## src/rtl/opb_register_simulink2ppc_status_if.sv

```systemverilog
// OPB bus signals between the PowerPC-side master and the status register slave.
// The master drives the OPB_* request side; the slave returns the Sl_* response side.
interface opb_register_simulink2ppc_status_if;
    logic [0:31] OPB_ABus;
    logic [0:3]  OPB_BE;
    logic [0:31] OPB_DBus;
    logic        OPB_RNW;
    logic        OPB_select;
    logic        OPB_seqAddr;
    logic [0:31] Sl_DBus;
    logic        Sl_xferAck;
    logic        Sl_errAck;
    logic        Sl_retry;
    logic        Sl_toutSup;

    modport master (
        output OPB_ABus, OPB_BE, OPB_DBus, OPB_RNW, OPB_select, OPB_seqAddr,
        input  Sl_DBus, Sl_xferAck, Sl_errAck, Sl_retry, Sl_toutSup
    );

    modport slave (
        input  OPB_ABus, OPB_BE, OPB_DBus, OPB_RNW, OPB_select, OPB_seqAddr,
        output Sl_DBus, Sl_xferAck, Sl_errAck, Sl_retry, Sl_toutSup
    );
endinterface

```

## src/rtl/opb_register_simulink2ppc_status.sv

```systemverilog
// Fabric-to-PPC capture register with NEW/OVR/CNT status; one-cycle registered ack after a hit,
// followed by a dead cycle. No backpressure: user_valid captures unconditionally every strobe.
module opb_register_simulink2ppc_status #(
    parameter logic [31:0] C_BASEADDR   = 32'h01003400,
    parameter logic [31:0] C_HIGHADDR   = 32'h010034FF,
    parameter int          C_OPB_AWIDTH = 32,
    parameter int          C_OPB_DWIDTH = 32
) (
    input  logic                                   OPB_Clk,
    input  logic                                   OPB_Rst_n,
    opb_register_simulink2ppc_status_if.slave      opb,
    input  logic [31:0]                            user_data_in,
    input  logic                                   user_valid
);

    typedef enum logic {ST_IDLE, ST_ACK} state_t;

    state_t                  state_q, state_d;
    logic [31:0]             data_q;
    logic                    new_q;
    logic                    ovr_q;
    logic [15:0]             cnt_q;
    logic                    ack_q;
    logic [C_OPB_DWIDTH-1:0] dbus_q;

    logic [C_OPB_AWIDTH-1:0] addr;
    logic [1:0]              word_sel;
    logic                    hit;
    logic                    take;
    logic                    data_rd;
    logic                    ctrl_clr;
    logic [C_OPB_DWIDTH-1:0] rd_val;

    assign addr     = opb.OPB_ABus;
    assign word_sel = opb.OPB_ABus[28:29];
    assign hit      = opb.OPB_select && (addr >= C_BASEADDR) && (addr <= C_HIGHADDR);

    always_ff @(posedge OPB_Clk or negedge OPB_Rst_n) begin
        if (!OPB_Rst_n) state_q <= ST_IDLE;
        else            state_q <= state_d;
    end

    // Select is only honoured in IDLE, so a held select sees a dead cycle between acks.
    always_comb begin
        state_d = state_q;
        take    = 1'b0;
        case (state_q)
            ST_IDLE: begin
                if (hit) begin
                    state_d = ST_ACK;
                    take    = 1'b1;
                end
            end
            ST_ACK:  state_d = ST_IDLE;
            default: state_d = ST_IDLE;
        endcase
    end

    assign data_rd  = take && opb.OPB_RNW && (word_sel == 2'd0);
    assign ctrl_clr = take && !opb.OPB_RNW && (word_sel == 2'd2) &&
                      opb.OPB_BE[3] && opb.OPB_DBus[31];

    always_comb begin
        rd_val = '0;
        if (opb.OPB_RNW) begin
            case (word_sel)
                2'd0:    rd_val = data_q;
                2'd1:    rd_val = {cnt_q, 14'd0, ovr_q, new_q};
                default: rd_val = '0;
            endcase
        end
    end

    always_ff @(posedge OPB_Clk or negedge OPB_Rst_n) begin
        if (!OPB_Rst_n) begin
            ack_q  <= 1'b0;
            dbus_q <= '0;
        end else if (take) begin
            ack_q  <= 1'b1;
            dbus_q <= rd_val;
        end else begin
            ack_q  <= 1'b0;
            dbus_q <= '0;
        end
    end

    // A DATA read in the same edge as a capture consumes the old value, so it must not flag overrun.
    always_ff @(posedge OPB_Clk or negedge OPB_Rst_n) begin
        if (!OPB_Rst_n) begin
            data_q <= '0;
            new_q  <= 1'b0;
            ovr_q  <= 1'b0;
            cnt_q  <= '0;
        end else begin
            if (user_valid) data_q <= user_data_in;

            if (user_valid)                new_q <= 1'b1;
            else if (data_rd || ctrl_clr)  new_q <= 1'b0;

            if (ctrl_clr)                            ovr_q <= 1'b0;
            else if (user_valid && new_q && !data_rd) ovr_q <= 1'b1;

            if (ctrl_clr)        cnt_q <= user_valid ? 16'd1 : 16'd0;
            else if (user_valid) cnt_q <= cnt_q + 16'd1;
        end
    end

    assign opb.Sl_DBus    = dbus_q;
    assign opb.Sl_xferAck = ack_q;
    assign opb.Sl_errAck  = 1'b0;
    assign opb.Sl_retry   = 1'b0;
    assign opb.Sl_toutSup = 1'b0;

    // Bits of the bus this register has no use for.
    logic unused_bits;
    assign unused_bits = ^{opb.OPB_seqAddr, opb.OPB_BE[0:2], opb.OPB_DBus[0:30]};

endmodule

```

## src/flat_wrapper.sv

```systemverilog
// flat-port wrapper written by rule: the top's interface ports become plain ports
module opb_register_simulink2ppc_status_flat 
#(
    parameter logic [31:0] C_BASEADDR   = 32'h01003400,
    parameter logic [31:0] C_HIGHADDR   = 32'h010034FF,
    parameter int          C_OPB_AWIDTH = 32,
    parameter int          C_OPB_DWIDTH = 32
)
  (OPB_Clk, OPB_Rst_n, user_data_in, user_valid, opb_OPB_ABus, opb_OPB_BE, opb_OPB_DBus, opb_OPB_RNW, opb_OPB_select, opb_OPB_seqAddr, opb_Sl_DBus, opb_Sl_xferAck, opb_Sl_errAck, opb_Sl_retry, opb_Sl_toutSup);
  opb_register_simulink2ppc_status_if opb_i ();
  input  logic OPB_Clk;
  input  logic OPB_Rst_n;
  input  logic [31:0] user_data_in;
  input  logic user_valid;
  input wire logic [$bits(opb_i.OPB_ABus)-1:0] opb_OPB_ABus;
  input wire logic [$bits(opb_i.OPB_BE)-1:0] opb_OPB_BE;
  input wire logic [$bits(opb_i.OPB_DBus)-1:0] opb_OPB_DBus;
  input wire logic [$bits(opb_i.OPB_RNW)-1:0] opb_OPB_RNW;
  input wire logic [$bits(opb_i.OPB_select)-1:0] opb_OPB_select;
  input wire logic [$bits(opb_i.OPB_seqAddr)-1:0] opb_OPB_seqAddr;
  output wire logic [$bits(opb_i.Sl_DBus)-1:0] opb_Sl_DBus;
  output wire logic [$bits(opb_i.Sl_xferAck)-1:0] opb_Sl_xferAck;
  output wire logic [$bits(opb_i.Sl_errAck)-1:0] opb_Sl_errAck;
  output wire logic [$bits(opb_i.Sl_retry)-1:0] opb_Sl_retry;
  output wire logic [$bits(opb_i.Sl_toutSup)-1:0] opb_Sl_toutSup;
  assign opb_i.OPB_ABus = opb_OPB_ABus;
  assign opb_i.OPB_BE = opb_OPB_BE;
  assign opb_i.OPB_DBus = opb_OPB_DBus;
  assign opb_i.OPB_RNW = opb_OPB_RNW;
  assign opb_i.OPB_select = opb_OPB_select;
  assign opb_i.OPB_seqAddr = opb_OPB_seqAddr;
  assign opb_Sl_DBus = opb_i.Sl_DBus;
  assign opb_Sl_xferAck = opb_i.Sl_xferAck;
  assign opb_Sl_errAck = opb_i.Sl_errAck;
  assign opb_Sl_retry = opb_i.Sl_retry;
  assign opb_Sl_toutSup = opb_i.Sl_toutSup;
  opb_register_simulink2ppc_status #(.C_BASEADDR(C_BASEADDR), .C_HIGHADDR(C_HIGHADDR), .C_OPB_AWIDTH(C_OPB_AWIDTH), .C_OPB_DWIDTH(C_OPB_DWIDTH)) u_core (.OPB_Clk(OPB_Clk), .OPB_Rst_n(OPB_Rst_n), .opb(opb_i), .user_data_in(user_data_in), .user_valid(user_valid));
endmodule
```

## config.mk

```make
export PLATFORM = sky130hd
export DESIGN_NAME = opb_register_simulink2ppc_status_flat
export DESIGN_NICKNAME = d
export VERILOG_FILES = /design/src/rtl/opb_register_simulink2ppc_status_if.sv /design/src/rtl/opb_register_simulink2ppc_status.sv /design/src/flat_wrapper.sv
export SDC_FILE = /design/constraint.sdc
export NUM_CORES = 1
export LEC_CHECK = 0
export CORE_MARGIN = 8
export CORE_UTILIZATION = 43
export DETAILED_ROUTE_END_ITERATION = 6
export GPL_ROUTABILITY_DRIVEN = 0
export PLACE_DENSITY_LB_ADDON = 0.08
export SETUP_SLACK_MARGIN = 0.5
export SLEW_MARGIN = 20
export SYNTH_ARGS = -nofsm -noshare
export SYNTH_HDL_FRONTEND = slang
export SYNTH_SLANG_ARGS = --single-unit
export TNS_END_PERCENT = 30
```

## constraint.sdc

```tcl
create_clock -name OPB_Clk -period 2.4 [get_ports OPB_Clk]
set_clock_uncertainty 0.1 [all_clocks]
set_input_delay 0.36 -clock OPB_Clk [delete_from_list [all_inputs] [get_ports OPB_Clk]]
set_output_delay 0.36 -clock OPB_Clk [all_outputs]
set_load 0.01 [all_outputs]
```

==> flow_summary.json, run 1 <==
{
  "powerDensity_mw_per_mm2": 621,
  "root_buffer": "clkbuf_8",
  "num_rows": 33,
  "status": "finished, final reports clean",
  "die_w_um": 107,
  "routedWlPerCell_um": 15.6,
  "grt_max_degree": 51,
  "ir_drop_v": 0.000338,
  "grt_pass1_wl_um": 12600,
  "die_h_um": 107,
  "hold_depth": 2,
  "grtUsageTotal_pct": 13.8,
  "fin_nets": 497,
  "ioPinCount": 142,
  "vias": 2456,
  "cp-start-kind": "input port",
  "antenna_found_initial": 0,
  "num_antenna_cells": 0,
  "drive_gt1_share_pct": 20.8,
  "htreeDepth": 3,
  "fin_crit_ns": 1.85,
  "r2r_cells": 4,
  "cts_made_buffers": 9,
  "slowest_delay_ns": 0.45,
  "hold_violations": 0,
  "p_leak_nw": 2.11,
  "netlist_instances": 273,
  "tightest_slew_ns": 0.658,
  "drtIter0Drc": 94,
  "dp_hpwl_um": 5530,
  "grt_pass1_vias": 2601,
  "io_buffers": 103,
  "crit_slowest_cell": "clkdlybuf4s50_1",
  "synth_edf_count": 0,
  "rsz0062_at_grt": "false",
  "overflow": 0,
  "clockBufferDepth": 2,
  "cp.arrival_ns": 1.98,
  "worstSetupPathType": "in2reg",
  "slew_headroom_pct": 56.1,
  "fillers": 693,
  "wl_um": 7800,
  "syn_area_mm2": 0.00353,
  "core-area_mm2": 0.00809,
  "routed_via_density": 4.91,
  "final_max_slew_viol_count": 0,
  "final.period_utilization_pct": 77.0,
  "synth_cell_types": 41,
  "fin_tns_setup_ns": 0,
  "drt-pass1-iter-count": 6,
  "hp-class": "in2reg",
  "end_kind": "flip-flop",
  "crit_fanout": 4,
  "worstPathRequired_ns": 2.53,
  "clkLatencyLatePin_ns": 0.35,
  "initial_core_util_pct": 43.7,
  "die_area_mm2": 0.0114,
  "ys_async_sr_fraction_pct": 100,
  "hold_slack_ns": 0.326,
  "ant_nets": 0,
  "syn_avg_cell_area_um2": 12.9,
  "drv_cap": 0,
  "total_power_mw": 3.09,
  "seq_area_frac_synth_pct": 58.8,
  "setup_viol": 0,
  "ys.flop_type": "dfrtp_1",
  "ys_warn_count": 0,
  "cp_cell_sequence": "clkdlybuf4s50_1 -> nor4b_4 -> nand4_2 -> buf_4 -> a211o_1 -> a221o_1",
  "cts_tree": "yes",
  "clk_pin_slew_ns": 0.09,
  "area_growth_pct": 41.1,
  "area.sequential_mm2": 0.00208,
  "multi_input_comb_area_mm2": 0.00139,
  "drc": 0,
  "cts.sinks": 83,
  "max_freq_ghz": 0.541,
  "synth-seq-cells": 83
}
## synth_stat cells, drive strengths merged, types with 2 or more instances
library cell / number / area share (%)
nor4: 3 / 0.53
nor2: 38 / 6.2
nor4b: 4 / 1.7
buf: 8 / 1.8
o21ai: 2 / 0.28
and2: 14 / 2.5
clkbuf: 6 / 0.64
nor3: 7 / 1.1
nand2: 8 / 0.85
dfrtp: 83 / 59
mux2: 32 / 10
nand4: 10 / 1.9
a21oi: 3 / 0.42
nand3: 4 / 0.57
xor2: 5 / 1.2
mux2i: 19 / 5.4
xnor2: 8 / 2.0
inv: 3 / 0.32
## sequential cells by signal, summed over array words and instances (netlist names)
register and cells:
u_core.opb.Sl_xferAck 1, u_core.data_q 32, u_core.ovr_q 1, u_core.cnt_q 16, u_core.opb.Sl_DBus 32, u_core.new_q 1
## per-stage QoR
step                      area [um2]  std cells  util (%)  worst slack (ns)
final                           4990        500      61.6             0.552
after global routing            4990        500      61.6             0.517
after CTS                       4930        496      60.9             0.526
after detailed placement        4700        477      58.0            0.0650
after global placement          4700        477      58.0            0.0987
after floorplan                 3540        275         -             0.602
## metal layers
| layer | vias to the layer above | wire length (um) | track usage [%] |
|---|---|---|---|
| met3 | 7 | 636 | 6.12 |
| met4 | 0 | 82 | 4.82 |
| met2 | 61 | 3860 | 22.4 |
| met5 | - | 0 | 0 |
| met1 | 1206 | 3230 | 15.9 |
| li1 | 1182 | - | - |
## layout by cell type (no fill, tap or decap), types with 2 or more instances in the layout
cell             synthesis  routed
nand3_1                  4       4
nor2_4                  10      10
buf_12                   0       2
nor4_1                   3       3
conb_1                   1       3
mux2_2                  32      32
clkinvlp_4               0       2
and2_1                  14      14
mux2i_1                 19      19
nand2_1                  8       8
clkbuf_8                 0       9
xnor2_1                  8       8
dfrtp_1                 83      83
o21ai_0                  2       2
xor2_1                   5       5
inv_6                    0       2
buf_4                    3      12
nor4b_2                  4       3
inv_1                    3       3
nor3_1                   6       4
a21oi_1                  3       3
clkdlybuf4s50_1          0     101
nor3_2                   1       2
nor2_1                  28      28
nand4_1                  9       9
## cell type report
type	count	share of cell area, %
flip-flops and latches	83	41.6
multi-input cells	175	27.9
repair buffers	118	23.4
well taps	105	2.63
clock buffers	9	2.48
clock inverters	7	1.66
inverters	3	0.226
## final timing paths
check                                  start                endpoint  slack [ns]
max                         opb_OPB_ABus[22]            u_core.new_q        0.55
min                               user_valid       u_core.data_q[28]        0.33
max reg2reg                  u_core.cnt_q[5]        u_core.cnt_q[15]        0.62
min reg2reg                u_core.data_q[14]  u_core.opb.Sl_DBus[17]        0.38
max in group asynchronous          OPB_Rst_n  u_core.opb.Sl_DBus[31]        1.09
min in group asynchronous          OPB_Rst_n       u_core.data_q[26]        0.47
## worst max-delay path, delay by kind of cell
family,cells,cell delay [ns]
buf+inv,2,0.63
simple gates,2,0.43
compound gates,2,0.55
## where the power goes
part	switching, mW	total [mW]	internal (mW)
clock	0.541	1.04	0.497
sequential	0.121	1.63	1.51
combinational	0.179	0.428	0.249
## cells by family (layout without fill, tap and decap cells)
| family | Yosys count | in the layout | share of synthesized area, % |
|---|---|---|---|
| xor gates and xnor gates | 13 | 13 | 3.22 |
| AOI/OAI and AO/OA | 9 | 9 | 1.66 |
| buffers and inverters | 17 | 137 | 2.73 |
| other | 1 | 3 | 0.106 |
| and+or+nand+nor | 98 | 98 | 17.6 |
| adders and majority gates | 1 | 1 | 0.354 |
| muxes | 51 | 51 | 15.6 |
| DFF | 83 | 83 | 58.8 |
## timing repair
| item | in CTS | in global routing |
|---|---|---|
| gates cloned | 0 | 1 |
| setup endpoints to repair | 18 | 36 |
| pin swaps | 1 | 1 |
| endpoints found under the hold margin | 49 | 0 |
| buffers inserted | 2 | 3 |
| hold buffers | 1 | 0 |
| resized for setup | 0 | 9 |
No activity file was read; power rests on OpenSTA's default activity.
==> run 2: changes to the inputs <==
- clock period: 2.4 -> 1.75 ns (I/O delays scaled with it)
==> run 2 against run 1 <==
Net effect:
- routed wire length up 5.9%
- clock power is 33% higher
- global-route usage is 1.5 points higher
- worst setup slack worse by 0.45 ns
- sequential share of layout area down 1.6 points
- sequential power rose by 36%
- critical endpoint unchanged
- highest routed layer unchanged
==> flow_summary.json, run 2 (synthesis results as in run 1) <==
{
  "fin_tns_setup_ns": 0,
  "initial_core_util_pct": 43.7,
  "final.period_utilization_pct": 93.9,
  "grt_pass1_vias": 2766,
  "die_area_mm2": 0.0114,
  "status": "finished, final reports clean",
  "drt-pass1-iter-count": 4,
  "grtUsageTotal_pct": 15.3,
  "drc": 0,
  "switching_share_pct": 26.2,
  "cp_cell_sequence": "clkdlybuf4s50_1 -> nor4b_4 -> nand4_1 -> buf_6 -> a211o_1 -> a221o_1",
  "drtIter0Drc": 86,
  "htreeDepth": 3,
  "final_cell_mix": "clkdlybuf4s50_1 (85), dfrtp_1 (82), mux2_2 (32), nor2_1 (28), buf_4 (27)",
  "die_w_um": 107,
  "p_clk_share_pct": 31.9,
  "vias": 2479,
  "max_freq_ghz": 0.608,
  "power_frac_comb_pct": 16.9,
  "worstPathRequired_ns": 1.89,
  "overflow": 0,
  "fin_ws_ns": 0.107,
  "fin_nets": 516,
  "hp-class": "in2reg",
  "wl_um": 8260,
  "num_rows": 33,
  "dp_slack_ns": -0.392,
  "worstSetupPathType": "in2reg",
  "clkLatencyLatePin_ns": 0.35,
  "dp_hpwl_um": 5880,
  "hold_violations": 0,
  "num_antenna_cells": 0,
  "multi_input_comb_area_mm2": 0.00145,
  "slowest_delay_ns": 0.46,
  "grt_max_degree": 84,
  "grt_pass1_wl_um": 13700,
  "antenna_found_initial": 0,
  "cts_made_buffers": 9,
  "path_buf_inv": 2,
  "io_buffers": 103,
  "final_common_cell": "clkdlybuf4s50_1",
  "fin_util_pct": 64.1,
  "cts_tree": "yes",
  "p_int_mw": 3.20,
  "crit_slowest_cell": "clkdlybuf4s50_1",
  "ir_drop_v": 0.000570,
  "drv_cap": 0,
  "crit_fanout": 5,
  "fillers": 673,
  "cp-start-kind": "input port",
  "area.sequential_mm2": 0.00208,
  "seqPwrFrac_pct": 51.2,
  "routed_via_density": 4.78,
  "root_buffer": "clkbuf_8",
  "cp.arrival_ns": 1.78,
  "p_leak_nw": 2.26,
  "p_switching_mw": 1.14,
  "clockBufferDepth": 2,
  "area_growth_pct": 46.7,
  "cp_top_family": "buffers and inverters",
  "routedWlPerCell_um": 15.9,
  "ant_nets": 0,
  "setup_viol": 0,
  "placed_area_mm2": 0.00482,
  "die_h_um": 107,
  "final_cell_area_mm2": 0.00518,
  "cts.sinks": 83,
  "core-area_mm2": 0.00809,
  "ioPinCount": 142,
  "end_kind": "flip-flop",
  "drive_gt1_share_pct": 26.3,
  "rsz0062_at_grt": "true",
  "final_max_slew_viol_count": 0,
  "clk_pin_slew_ns": 0.09,
  "fin_crit_ns": 1.64,
  "powerDensity_mw_per_mm2": 836
}
==> run 2: changes by cell type in the layout (fill, tap and decap cells not counted), sizes merged <==
cell,change
buf,+20
clkdlybuf4s50,-16
dlygate4sd2,+15
clkinv,+3
inv,-3
clkbuf,+1
clkinvlp,-1
==> run 2: power by group through the flow <==
stage | combinational [mW] | clock [mW] | sequential (mW)
after global routing | 0.807 | 1.51 | 2.24
after detailed placement | 0.650 | 0 | 2.26
after CTS | 0.735 | 1.44 | 2.22
final | 0.733 | 1.38 | 2.22
after global placement | 0.633 | 0 | 2.25
after floorplan | 0.346 | 0 | 2.22
==> run 2: worst min-delay path, stage by stage <==
cell and delay [ns]:
buf_2 0.10, buf_4 0.17, mux2_2 0.16
==> run 2: stage by stage <==
step / total power [mW] / std cells / hold WS, ns
6_report: 4.33 / 519 / 0.265
5_1_grt: 4.56 / 519 / 0.276
4_1_cts: 4.40 / 516 / 0.255
3_5_place_dp: 2.91 / 493 / 0.230
3_3_place_gp: 2.89 / 493 / 0.228
2_1_floorplan: 2.57 / 275 / -0.133
==> run 2: repair_timing <==
action,4_1_cts,5_1_grt
buffers inserted,5,3
resized for setup,38,4
setup endpoints to repair,84,84
gates cloned,1,0
pin swaps,11,5
hold endpoints to repair,83,0
hold buffers,1,0
==> run 2: metal layers <==
layer / part of all wire (%) / wire length, um / track usage (%) / up-vias
li1: - / - / - / 1208
met5: 0 / 0 / 0 / -
met4: 0.94 / 78 / 3.92 / 0
met1: 39 / 3200 / 16.5 / 1217
met3: 6.4 / 525 / 6.36 / 7
met2: 54 / 4460 / 27.0 / 47
==> run 2: worst paths after layout <==
path,start,to,slack [ns],cells after the start
max,opb_OPB_select,u_core.new_q,0.11,6
min,user_valid,u_core.data_q[28],0.27,3
min in group asynchronous,OPB_Rst_n,u_core.data_q[29],0.38,3
min reg2reg,u_core.data_q[2],u_core.opb.Sl_DBus[29],0.38,1
max in group asynchronous,OPB_Rst_n,u_core.data_q[0],0.82,3
max reg2reg,u_core.opb.Sl_xferAck,u_core.new_q,0.12,5
==> run 2: cell type report <==
cell class | count | share of cell area (%)
clock inverters | 6 | 1.25
inverters | 3 | 0.217
well taps | 105 | 2.53
multi-input cells | 175 | 28.0
clock buffers | 10 | 2.65
repair buffers | 137 | 25.2
flip-flops and latches | 83 | 40.1
==> run 3: changes to the inputs <==
- CORE_UTILIZATION: 43 -> 30
==> run 3 against run 2 <==
Net effect:
- worst setup slack improved by 0.024 ns
- via count rose by 1.3%
- total power rose by 9.6%
- critical path type is now reg2reg
- largest cell class unchanged
- sequential cell count did not move
==> flow_summary.json, run 3 (synthesis results as in run 1) <==
{
  "placed_area_mm2": 0.00487,
  "grtUsageTotal_pct": 11.8,
  "num_rows": 39,
  "cts.sinks": 83,
  "ant_nets": 0,
  "max_freq_ghz": 0.617,
  "cts_made_buffers": 9,
  "p_leak_nw": 2.29,
  "fin_ws_ns": 0.130,
  "crit_path_start": "u_core.opb.Sl_xferAck",
  "final_cell_area_mm2": 0.00531,
  "core-area_mm2": 0.0115,
  "drtIter0Drc": 62,
  "fin_crit_ns": 1.62,
  "drt-pass1-iter-count": 4,
  "rsz0062_at_grt": "true",
  "die_area_mm2": 0.0155,
  "timing.rr.start": "u_core.opb.Sl_xferAck",
  "overflow": 0,
  "initial_core_util_pct": 30.8,
  "grt_max_degree": 45,
  "r2r_setup_slack_ns": 0.13,
  "grt_pass1_vias": 2781,
  "end_kind": "flip-flop",
  "routedWlPerCell_um": 16.2,
  "area_growth_pct": 50.2,
  "final.period_utilization_pct": 92.5,
  "cp_cell_sequence": "nor3b_2 -> nand4_1 -> buf_6 -> nor3_4 -> buf_6 -> and2_4",
  "cts_tree": "yes",
  "total_power_mw": 4.75,
  "clkLatencyLatePin_ns": 0.33,
  "fin_util_pct": 46.3,
  "htreeDepth": 3,
  "hold_slack_ns": 0.273,
  "final_max_slew_viol_count": 0,
  "setup_viol": 0,
  "worstPathRequired_ns": 1.92,
  "cp-start-kind": "flip-flop",
  "worstSetupPathType": "reg2reg",
  "hp-class": "in2async",
  "ir_drop_v": 0.000644,
  "clockBufferDepth": 2,
  "cp_top_family": "simple AND/OR/NAND/NOR gates",
  "die_h_um": 125,
  "hold_violations": 0,
  "final_cell_mix": "clkdlybuf4s50_1 (84), dfrtp_1 (80), mux2_2 (32), nor2_1 (28), buf_4 (25)",
  "vias": 2512,
  "crit_fanout": 7,
  "num_antenna_cells": 0,
  "dp_slack_ns": -0.376,
  "status": "finished, final reports clean",
  "wl_um": 8970,
  "crit_slowest_cell": "dfrtp_1",
  "root_buffer": "clkbuf_16",
  "powerDensity_mw_per_mm2": 895,
  "grt_pass1_wl_um": 14700,
  "fin_nets": 514,
  "path_buf_inv": 2,
  "fillers": 1071,
  "routed_via_density": 4.53,
  "drc": 0,
  "dp_hpwl_um": 6460,
  "antenna_found_initial": 0,
  "final_common_cell": "clkdlybuf4s50_1",
  "drive_gt1_share_pct": 26.2,
  "slowest_delay_ns": 0.39,
  "clk_pin_slew_ns": 0.06,
  "cp.arrival_ns": 1.79,
  "crit_top_cell": "buf_6",
  "die_w_um": 125,
  "ioPinCount": 142,
  "io_buffers": 103,
  "drv_cap": 0
}
[run 3: cell count changes in the layout (fill, tap and decap cells not counted), sizes merged]
cell and change:
buf -3, dlymetal6s2s +2, bufinv -1, clkinv -4, clkdlybuf4s50 -1, clkinvlp +2, clkbuf +3
[run 3: area by class of cell]
class / count / area [um2] / share of cell area, %
clock buffer: 13 / 260 / 4.90
sequential: 83 / 2080 / 39.2
timing repair buffer: 135 / 1300 / 24.4
inverter: 3 / 11.3 / 0.212
clock inverter: 3 / 22.5 / 0.424
multi-input combinational: 175 / 1460 / 27.5
tap: 143 / 179 / 3.37
[run 3: final timing paths]
kind                                     endpoint  cells after the start
min in group OPB_Clk             u_core.cnt_q[11]                      5
hold / removal                  u_core.data_q[28]                      2
max in group asynchronous         u_core.cnt_q[1]                      3
hold reg to reg            u_core.opb.Sl_DBus[25]                      1
setup reg to reg           u_core.opb.Sl_DBus[18]                      6
setup / recovery           u_core.opb.Sl_DBus[18]                      6
[run 3: through the flow]
stage	instances	setup TNS [ns]
final	555	0
after global placement	531	-16.50
after detailed placement	531	-16.00
after CTS	548	0
after floorplan	275	0
after global routing	555	0
[run 3: power by group]
part / total [mW] / switching [mW] / internal (mW)
clock: 1.78 / 0.740 / 1.04
sequential: 2.23 / 0.150 / 2.08
combinational: 0.739 / 0.309 / 0.430
total: 4.75 / 1.20 / 3.55
[run 3: timing repair]
item | CTS | global route
buffers inserted | 0 | 6
gates cloned | 0 | 1
endpoints found under the setup margin | 84 | 84
hold buffers | 1 | 0
gates resized for setup | 22 | 22
endpoints found under the hold margin | 22 | 0
pin swaps | 8 | 9
[run 3: metal layers]
layer	vias up	share of wire, %	GRT usage, %
met4	0	1.2	3.61
met2	49	51	19.7
met5	-	0	0
met3	8	5.7	4.89
met1	1251	42	13.5
li1	1204	-	-
==> RTL change (config.mk and constraints of run 3) <==
Reset style: synchronous (`OPB_Rst_n`), changed in 3 clocked blocks.
--- a/src/rtl/opb_register_simulink2ppc_status.sv
+++ b/src/rtl/opb_register_simulink2ppc_status.sv
@@ -37,3 +37,3 @@
 
-    always_ff @(posedge OPB_Clk or negedge OPB_Rst_n) begin
+    always_ff @(posedge OPB_Clk) begin
         if (!OPB_Rst_n) state_q <= ST_IDLE;
@@ -73,3 +73,3 @@
 
-    always_ff @(posedge OPB_Clk or negedge OPB_Rst_n) begin
+    always_ff @(posedge OPB_Clk) begin
         if (!OPB_Rst_n) begin
@@ -87,3 +87,3 @@
     // A DATA read in the same edge as a capture consumes the old value, so it must not flag overrun.
-    always_ff @(posedge OPB_Clk or negedge OPB_Rst_n) begin
+    always_ff @(posedge OPB_Clk) begin
         if (!OPB_Rst_n) begin
Formal check against the unedited RTL: differs if OPB_Rst_n is asserted again (counterexample within 4 cycles, from zero or initial values and one cycle with OPB_Rst_n low); with OPB_Rst_n held inactive, the same outputs for 10 cycles.
==> RTL change against run 3 <==
- the run now ends with negative setup slack left
- sequential cell count did not move
- area after synthesis decreased by 13%
- wire length down 6.5%
- critical path depth decreased by 2
- setup slack lost 160 ps
- hold slack improved by 89 ps
- non-clock buffer count increased by 2
- design area is 10% lower
- via count increased by 2.1%
Power is not compared: it rests on default switching activity, and its combinational part moved more than twofold at a synthesized area within 25%.
==> RTL change: results (changes against run 3) <==
gr usage total 12.4% (+0.57 points); crit path DAT 1960 ps (+170 ps); Clock Tree Root clkbuf_8; Crit Path Max Fanout 3 (-4); Synth Area in Compound Gates 2.55% (+0.89 points); Min Hold Slack 362 ps (+89.0 ps); PortBufs 97 (-5.8%); met2 Resource Use GR 21.8% (+2.0 points); asr flop ratio synth 0% (-100 points); class of the worst hold path flip-flop to flip-flop; Netlist cell types 38 (-7.3%); number of global-route vias before repair 2644 (-4.9%); ratio of cells with drive above 1 in the final layout 29.8% (+3.6 points); met3 global-route usage 4.94% (+0.046 points); final wirelength 8.39 mm (-6.5%); routing usage on met1 12.9% (-0.52 points); Post-Synth Adder-Cell Area 0.405% (+0.051 points); Synth top cells by count dfxtp_1 (83), nor2_1 (67), mux2i_1 (51); TritonRoute pass-1 iters 5 (+1); DR iter-0 viols 78 (+26%); vias per cell 4.43 (-2.2%); post-synthesis sequential area ratio 53.8% (-5.0 points); largest net degree at the start of global routing 25 (-44%); pre-CTS WS -427 ps (-51.6 ps); Placed Cells 557 (+4.9%); status finished, violations left; Worst-path clk slew 90 ps (+30 ps); Worst Setup SP u_core.cnt_q[9]; Setup violations, final 12 (+12); DP HPWL 6.00 mm (-7.0%); Cells after Synth 304 (+11%); mux contribution to synthesized area 16.5% (+0.95 points); dpl cell area 4480 um^2 (-7.9%); failing checks negative setup slack; first-pass GRT wire length 13.7 mm (-6.6%); DR WL/cell 14.5 um (-10%); setup slack after layout -30.2 ps (-161 ps)
## RTL change: worst max-delay path: stages (launching register included)
cell     delay, ps
dfxtp_4        370
nand4_4        100
or4_4          530
or4_1          480
a21oi_1        140
## RTL change: routing by layer
metal | share of wire [%] | wire length [um] | vias to the layer above
met2 | 52 | 4370 | 60
met5 | 0 | 0 | -
met1 | 40 | 3360 | 1201
met3 | 6.0 | 507 | 13
li1 | - | - | 1290
met4 | 1.8 | 154 | 0
## RTL change: timing repair
item,in CTS,in global routing
setup buffers,3,1
pin swaps,36,25
endpoints found under the hold margin,0,0
setup endpoints to repair,84,78
gates cloned,2,0
gates resized for setup,181,17
## RTL change: cell type report
class	instances	area, um^2	share of cell area, %
flip-flops and latches	83	1680	35.2
multi-input cells	202	1550	32.4
repair buffers	137	1160	24.4
well taps	136	170	3.57
clock buffers	10	128	2.67
clock inverters	6	63.8	1.34
inverters	5	18.8	0.393
